$ cat src/rtl/trace_lifo.sv
// trace_lifo: shadow stack storage; only the fill pointer is reset
module trace_lifo #(
    parameter int DATA_WIDTH = 8,
    parameter int DEPTH      = 16
) (
    input  logic                  clk,
    input  logic                  reset,
    input  logic                  push,
    input  logic                  pop,
    input  logic [DATA_WIDTH-1:0] wdata,
    output logic [DATA_WIDTH-1:0] rdata,
    output logic                  full,
    output logic                  empty
);
    localparam int PW = $clog2(DEPTH);

    logic [DATA_WIDTH-1:0] mem [DEPTH];
    logic [PW:0] cnt;

    assign full  = cnt == (PW+1)'(DEPTH);
    assign empty = cnt == '0;
    assign rdata = mem[cnt[PW-1:0] - 1'b1];

    always_ff @(posedge clk) begin
        if (reset) cnt <= '0;
        else if (push && !full) cnt <= cnt + 1'b1;
        else if (pop && !empty) cnt <= cnt - 1'b1;
    end

    always_ff @(posedge clk) begin
        if (push && !full) mem[cnt[PW-1:0]] <= wdata;
    end
endmodule

$ cat config.mk
export PLATFORM = sky130hd
export DESIGN_NAME = trace_lifo
export DESIGN_NICKNAME = d
export VERILOG_FILES = /design/src/rtl/trace_lifo.sv
export SDC_FILE = /design/constraint.sdc
export NUM_CORES = 1
export LEC_CHECK = 0
export BUFFER_PORTS_ARGS = -buffer_cell sky130_fd_sc_hd__buf_2
export CAP_MARGIN = 20
export CORE_UTILIZATION = 60
export DETAILED_ROUTE_END_ITERATION = 10
export PLACE_DENSITY = 0.76
export REMOVE_ABC_BUFFERS = 1
export SLEW_MARGIN = 40
export SYNTH_ARGS = -nofsm -noshare
export SYNTH_HDL_FRONTEND = slang
export SYNTH_SLANG_ARGS = --single-unit
$ cat constraint.sdc
create_clock -name clk -period 4.7 [get_ports clk]
set_clock_uncertainty 0.2 [all_clocks]
set_input_delay 0.705 -clock clk [delete_from_list [all_inputs] [get_ports clk]]
set_output_delay 0.705 -clock clk [all_outputs]
set_load 0.01 [all_outputs]
* Yosys cells after proc, flatten, opt, wreduce, memory -nomap -nowiden *
Memories as Yosys holds them, arrays and structs flattened.
Cells that the tools add are included.

word-level totals
  memories = 1
  input port bits = 12
  flip-flop bits (word level) = 5
  logic and storage cells = 16
  ROM bits = 0
  output and inout bits = 10
  memory bits (writable) = 128
  bits in latches = 0

cells by class
  add/subtract/negate cells = 3
  shift operators = 0
  divide/modulo/power cells = 0
  muxes and demuxes = 4
  multipliers = 0
  bitwise gates (word level) = 0
  order comparisons = 0
  eq/ne operators = 1
  reductions and logical operators = 6

memories
  memory  words  bits a word  rd ports  clocked after Yosys merged registers in  wr ports  RTL line  text
  mem     16     8            1         0                                        1         17        logic [DATA_WIDTH-1:0] mem [DEPTH];

operators by type and width
  cell                                                                number
  5-bit two-way mux                                                   2
  5-bit by 1-bit adder with 5-bit output, second input constant       1
  5-bit equality test, second input constant                          1
  5-bit zero test                                                     1
  5-bit by 1-bit subtractor with 5-bit output, second input constant  1
  4-bit by 1-bit subtractor with 4-bit output, second input constant  1
  1-bit logical AND                                                   2
  1-bit zero test                                                     2
  1-bit two-way mux                                                   2
  2-bit nonzero test                                                  1

* Logic depth before layout (Yosys ltp) *
Gate-level depths: netlist of the first run.

  word-level depth = 5
  mapped depth = 11
  mapped depth without buffers = 9

* Worst setup path before layout of the first run *
Ideal clock, no wire load.

  kind = register to register
  from = reg cnt[0]
  to = reg cnt[4]
  data required time = 4.397 ns
  library setup time = 0.103 ns
  buffers on the path = 2
  clock period less this slack = 3.216 ns
  arrival = 2.913 ns
  cell stages (with the launch flop) = 12
  setup slack = 1.484 ns
  cells stage by stage = dfxtp_1 -> buf_2 -> buf_4 -> inv_2 -> ha_1 -> or4bb_1 -> nand2_1 -> ha_1 -> a21o_1 -> a2111oi_1 -> a211oi_1 -> a2111oi_2

between the ends
  word-level cells in the longest chain between the ends = 4
  elaborated cells between the ends (all ways) = 11
  classes of those cells = add/sub (2); eq/ne (1); mux (2); reduce/logical (6)

ends and longest elaborated chain
  element                                                                              RTL line  text
  start: declaration                                                                   18        logic [PW:0] cnt;
  start signal: assignment                                                             26        else if (push && !full) cnt <= cnt + 1'b1;
  start signal: assignment                                                             27        else if (pop && !empty) cnt <= cnt - 1'b1;
  branches (longest 4 deep; another with 5-bit by 1-bit subtractor with 5-bit output)  -

Parallel ways; which one is timed is not known. The select of a mux whose other input is x is not followed.
A chain may end at the register's enable or synchronous reset.

* Final worst setup path of the first run *
  from = reg cnt[1]
  to = out rdata[6]

between the ends
  word-level cells in the longest chain between the ends = 2

ends and longest elaborated chain
  element                                      RTL line  text
  4-bit by 1-bit subtractor with 4-bit output  22        assign rdata = mem[cnt[PW-1:0] - 1'b1];
  memory 16 x 8 bit                            -
  end: declaration                             11        output logic [DATA_WIDTH-1:0] rdata,

No other way between the ends.

==> metrics, run 1 <==
Worst EP arrival=a little over 3000 ps; CORE AREA=roughly 0.0088 mm^2; drt drc=3; area grow syn2layout=14.1%; global route overflow=0; drt initial violations=249; failing checks=DRC; first-pass GRT wire length=about 17,000 um; Hold Path Class=input port to flip-flop; multi-input logic area=0.00154 mm^2; Initial Utilization=a little over three fifths; share of layout cells above drive strength 1=around a quarter; Cell Pwr Density=between 600 and 700 mW/mm^2; io pins=22; Placer Congestion=between 0.7 and 0.8; sequential area share after synthesis=70.9%; RSZ-0062 raised after global routing=no; Critical Path Slowest Stage Cell=nor2_1; net total in the final layout=397; critical-path cell list=inv_1 > ha_1 > buf_4 > nor2_1 > a221oi_1 > a32o_2 > buf_2; final WL=between 10,000 and 15,000 um; Avg Cell Area, Syn=roughly 16 um^2; Tmin final=between 3000 and 4000 ps; pre-CTS setup slack=around 1300 ps; drt wl/cell=around 23 um; FF/Latch Area=0.00394 mm^2; die area=0.00965 mm^2; setup TNS=0 ps; PostCTS Resize Cnt=0; ys async rst share=0%; die height=about 98 um; Most used DFF post-synth=edfxtp_1; # hold bufs at CTS=0; Buf/Inv on CP=3; # rows=34; ant diodes=0; Tot GR Track Use=~26%; initial antenna violation count=0; mux share of post-synthesis cell area=under 10%; Hold Fails Final Rpt=0; final cell count without fillers=approximately 500; total power=roughly 4.4 mW; I/O Buffers=21; CTS Root Buffer Type=clkbuf_8; VDD IR max=approximately 0.35 mV; worst-path fanout max=15; Final ANT Viol Nets=0; Worst slew margin=roughly 44%; endpoint type of the worst setup path=output pin; H-tree Lvls=4; Netlist cell types=43; vias per cell=~6.3; FF+latch count, synth=between 100 and 150; Yosys warning count=0; vias in the first global route=3,090; CP top delay family=simple AND/OR/NAND/NOR gates; final period utilization=a little over four fifths; EDFF count, synth=128; # clock sinks=133; Die W=between 90 and 100 um; fillers=between 500 and 600; critical path class=flip-flop to output pin; CTS tree=built; crit path launch type=flip-flop; Worst EP required=3800 ps; Worst-Margin Slew=roughly 830 ps; status=complete, but fails checks; Max Root-Sink Buffers=2; slowest stage delay, CP=around 580 ps; Clk Latency, worst-skew pair=around 520 ps; # Post-CTS Setup Buffers=0; Adder-Cell Fraction of Synth Area=between 2 and 2.5%; DRT Pass-1 Iters=8; final worst slack=around 760 ps; hpwl dp=~6900 um; maxcap violations=0; cells after synthesis=roughly 350; P_leak=about 2.2 nW; simple-gate area share of the yosys netlist=between 9 and 10%; largest net degree at the start of global routing=27; Synth Area in Compound Gates=5.18%; TritonCTS buffer count=17; max-slew violation count=0; dpl cells=roughly 470; Post-Syn Area=~0.0056 mm^2; Final setup viols=0; CTS clock-pin slew for the worst setup and hold paths=~60 ps; Via Count=3,112; Post-Synth XOR/XNOR Area=between 1 and 1.5%; leading cell type in the layout, fill and taps excluded=edfxtp_1; most frequent cells in the layout=edfxtp_1 (128), nand2_1 (66), buf_2 (21); largest family of logic cells by synthesized area=multiplexers; Max Clock Freq=254 MHz
-- stage by stage --
| step | hold WS, ps | instance area (um^2) | utilization [%] |
|---|---|---|---|
| after floorplan | 288 | 5460 | - |
| after global placement | 321 | 5750 | 65.0 |
| after detailed placement | 348 | 5760 | 65.1 |
| after CTS | 231 | 6310 | 71.3 |
| after global routing | 236 | 6340 | 71.7 |
| final | 244 | 6340 | 71.7 |
-- state kept, by name, indices dropped and copies added (netlist names) --
signal	flops
cnt	5
mem	128
-- power by group --
part	leakage [nW]	internal, mW	switching [mW]
Sequential	1.20	1.41	0.0695
Clock	0.268	0.671	0.551
Combinational	0.783	0.695	0.986
-- routing by layer --
layer | vias to the layer above | GRT usage (%) | part of all wire (%)
met5 | - | 0 | 0
met4 | 0 | 8.84 | 1.4
met3 | 16 | 6.73 | 6.0
met2 | 128 | 41.2 | 52
met1 | 1570 | 34.5 | 41
li1 | 1398 | - | -
-- cell usage after synthesis (2+ instances only) --
cell	n	share of area, %
nor2_1	18	1.2
nor2b_1	2	0.23
a221oi_1	8	1.3
and2_1	3	0.34
or3_1	2	0.23
xor2_2	2	0.59
ha_1	8	1.8
a21oi_1	4	0.36
a32o_2	5	1.0
buf_6	3	0.61
buf_1	2	0.14
buf_2	4	0.36
dfxtp_1	5	1.8
nand3_1	16	1.4
nand2_1	66	4.5
mux4_2	16	6.5
a21o_1	3	0.41
inv_1	5	0.34
clkbuf_1	4	0.27
mux2i_1	16	2.9
buf_4	3	0.41
a32o_1	3	0.54
edfxtp_1	128	69
o21ai_1	3	0.27
-- cell type report --
cell class	instances	share of cell area, %
Clock buffer	17	6.53
Clock inverter	15	2.13
Inverter	6	0.355
Multi-Input combinational cell	193	24.3
Sequential cell	133	62.2
Tap cell	108	2.13
Timing Repair Buffer	25	2.33
-- logic make-up (layout without fill, tap and decap cells) --
kind of cell,Yosys count,count (layout)
buffers and inverters,22,63
AO/OA/AOI/OAI,33,33
AND/OR/NAND/NOR,115,115
flip-flops,133,133
adder cells (fa/ha/maj),9,9
XOR/XNOR,4,4
multiplexers,32,32
-- final timing paths --
path / from / slack, ps / depth (start not counted) / end
min: reset / 240 / 2 / cnt[0]
max: cnt[1] / 760 / 7 / rdata[6]
max reg2reg: cnt[1] / 1470 / 9 / cnt[4]
min reg2reg: cnt[4] / 350 / 1 / cnt[4]
-- worst register-to-register path: stages, from the launching register on --
cell       delay (ps)
dfxtp_1           380
inv_1             130
ha_1              240
or4bb_1           570
nand2_1           200
ha_1              300
a21o_1            200
a2111oi_1         490
a211oi_1          130
a2111oi_2         280
Power figures use the tool's default switching activity.
==> run 2: changes to the inputs <==
--- a/config.mk
+++ b/config.mk
@@ -7,9 +7,9 @@
 export LEC_CHECK = 0
 export BUFFER_PORTS_ARGS = -buffer_cell sky130_fd_sc_hd__buf_2
 export CAP_MARGIN = 20
-export CORE_UTILIZATION = 60
+export CORE_UTILIZATION = 55
 export DETAILED_ROUTE_END_ITERATION = 10
-export PLACE_DENSITY = 0.76
+export PLACE_DENSITY = 0.73
 export REMOVE_ABC_BUFFERS = 1
 export SLEW_MARGIN = 40
 export SYNTH_ARGS = -nofsm -noshare
==> constraint.sdc (replaced) <==
create_clock -name clk -period 3.4 [get_ports clk]
set_clock_uncertainty 0.2 [all_clocks]
set_input_delay 0.51 -clock clk [delete_from_list [all_inputs] [get_ports clk]]
set_output_delay 0.51 -clock clk [all_outputs]
set_load 0.01 [all_outputs]
==> run 2 against run 1 <==
The flow now finishes without violations. Sequential power is 34% higher. Power increased by 41%. Global-route usage decreased by 2.6 points. Routed wire length decreased by 5.3%. Worst setup slack got worse by 700 ps. Combinational power rose by 51%. Hold slack got worse by 190 ps. Final cell count grew 6.2%. Highest routed layer unchanged.
==> metrics, run 2 (synthesized netlist as in run 1, its figures left out) <==
final core utilization=65.7%; final period utilization=a little over nine tenths; P_leak=~2.3 nW; Placer Congestion=between 0.7 and 0.8; Hold Path Class=input port to flip-flop; Worst-Margin Slew=just over 800 ps; final worst slack=between 60 and 70 ps; ant diodes=0; pre-CTS setup slack=between 300 and 400 ps; hpwl dp=around 7000 um; CTS clock-pin slew for the worst setup and hold paths=~60 ps; setup TNS=0 ps; net total in the final layout=403; RSZ-0062 raised after global routing=yes; Final ANT Viol Nets=0; Tmin final=3340 ps; die height=103 um; # clock sinks=between 100 and 150; Via Count=a little over 3,000; CORE AREA=approximately 0.01 mm^2; vias in the first global route=between 3,000 and 4,000; I/O Buffers=21; H-tree Lvls=4; DRT Pass-1 Iters=5; area grow syn2layout=15.5%; critical path class=flip-flop to output pin; drt drc=0; endpoint type of the worst setup path=output pin; leading cell type in the layout, fill and taps excluded=edfxtp_1; fin area=roughly 0.0064 mm^2; Die W=roughly 100 um; Worst EP required=approximately 2700 ps; maxcap violations=0; # rows=36; Placed Area=around 0.0058 mm^2; most frequent cells in the layout=edfxtp_1 (128), nand2_1 (66), buf_2 (21); status=completed; Max Root-Sink Buffers=2; drt initial violations=~210; final WL=around 11,000 um; Initial Utilization=56.9%; max reg flops=roughly 130; worst-path fanout max=39; share of layout cells above drive strength 1=roughly a quarter; Cell Pwr Density=roughly 960 mW/mm^2; max-slew violation count=0; Hold Fails Final Rpt=0; fillers=681; Final setup viols=0; crit path launch type=flip-flop; die area=around 0.011 mm^2; io pins=22; CTS tree=built; largest net degree at the start of global routing=40; Worst slew margin=around 46%; drt wl/cell=around 21 um; Worst EP arrival=between 2000 and 3000 ps; vias per cell=5.88; FF/Latch Area=slightly below 0.004 mm^2; global route overflow=0; first-pass GRT wire length=16,900 um; Clk Latency, worst-skew pair=~520 ps; initial antenna violation count=0; multi-input logic area=approximately 0.0015 mm^2; Tot GR Track Use=between 20% and 30%; Max Clock Freq=around 300 MHz; CTS Root Buffer Type=clkbuf_8; VDD IR max=0.532 mV; TritonCTS buffer count=17
-- run 2: cell count changes in the layout (fill, tap and decap cells not counted), sizes merged --
cell	change
buf	+6
clkinv	+5
clkbuf	+3
bufinv	+2
inv	-9
clkinvlp	-1
-- run 2: metrics by stage --
stage / hold WS [ps] / instances / total power [mW]
floorplan: 288 / 332 / 3.61
global placement: 338 / 494 / 4.36
detailed placement: 359 / 494 / 4.40
CTS: 38.4 / 526 / 6.08
global route: 51.9 / 528 / 6.51
finish: 53.0 / 528 / 6.18
-- run 2: path summary, 6_finish.rpt --
check,start,to,slack [ps],cells past startpoint
worst min-delay path,reset,cnt[4],50,2
worst max register to register,cnt[1],cnt[4],370,9
worst max-delay path,cnt[1],rdata[0],60,8
worst min register to register,cnt[4],cnt[4],380,1
-- run 2: final cells by class --
cell class	count	area share, %
multi-input cells	193	24.0
clock buffers	20	6.63
repair buffers	31	3.20
flip-flops and latches	133	61.4
well taps	133	2.59
clock inverters	12	1.75
inverters	6	0.351
-- run 2: power by group --
| group | total (mW) | switching (mW) | internal, mW | leakage (nW) |
|---|---|---|---|---|
| Clock | 1.67 | 0.639 | 1.03 | 0.265 |
| Combinational | 2.53 | 1.46 | 1.07 | 0.827 |
| Sequential | 1.98 | 0.0394 | 1.95 | 1.20 |
| Total | 6.18 | 2.14 | 4.04 | 2.29 |
-- run 2: what timing repair did --
action,CTS,global route
setup buffers,0,2
hold buffers,0,0
setup endpoints to repair,8,9
pin swaps,0,1
gates resized for setup,2,4
-- run 2: critical path: stages (launching register included) --
cell and delay (ps):
dfxtp_1 300, inv_1 90, ha_1 300, xor2_4 180, buf_12 250, mux2i_1 120, a221oi_1 490, a32o_1 230
buf_2 120
-- run 2: metal layers --
metal,wire [um],global-route usage [%],vias up
met5,0,0,-
met4,123,7.03,0
li1,-,-,1407
met2,5320,36.4,102
met1,4760,31.5,1581
met3,653,6.37,12
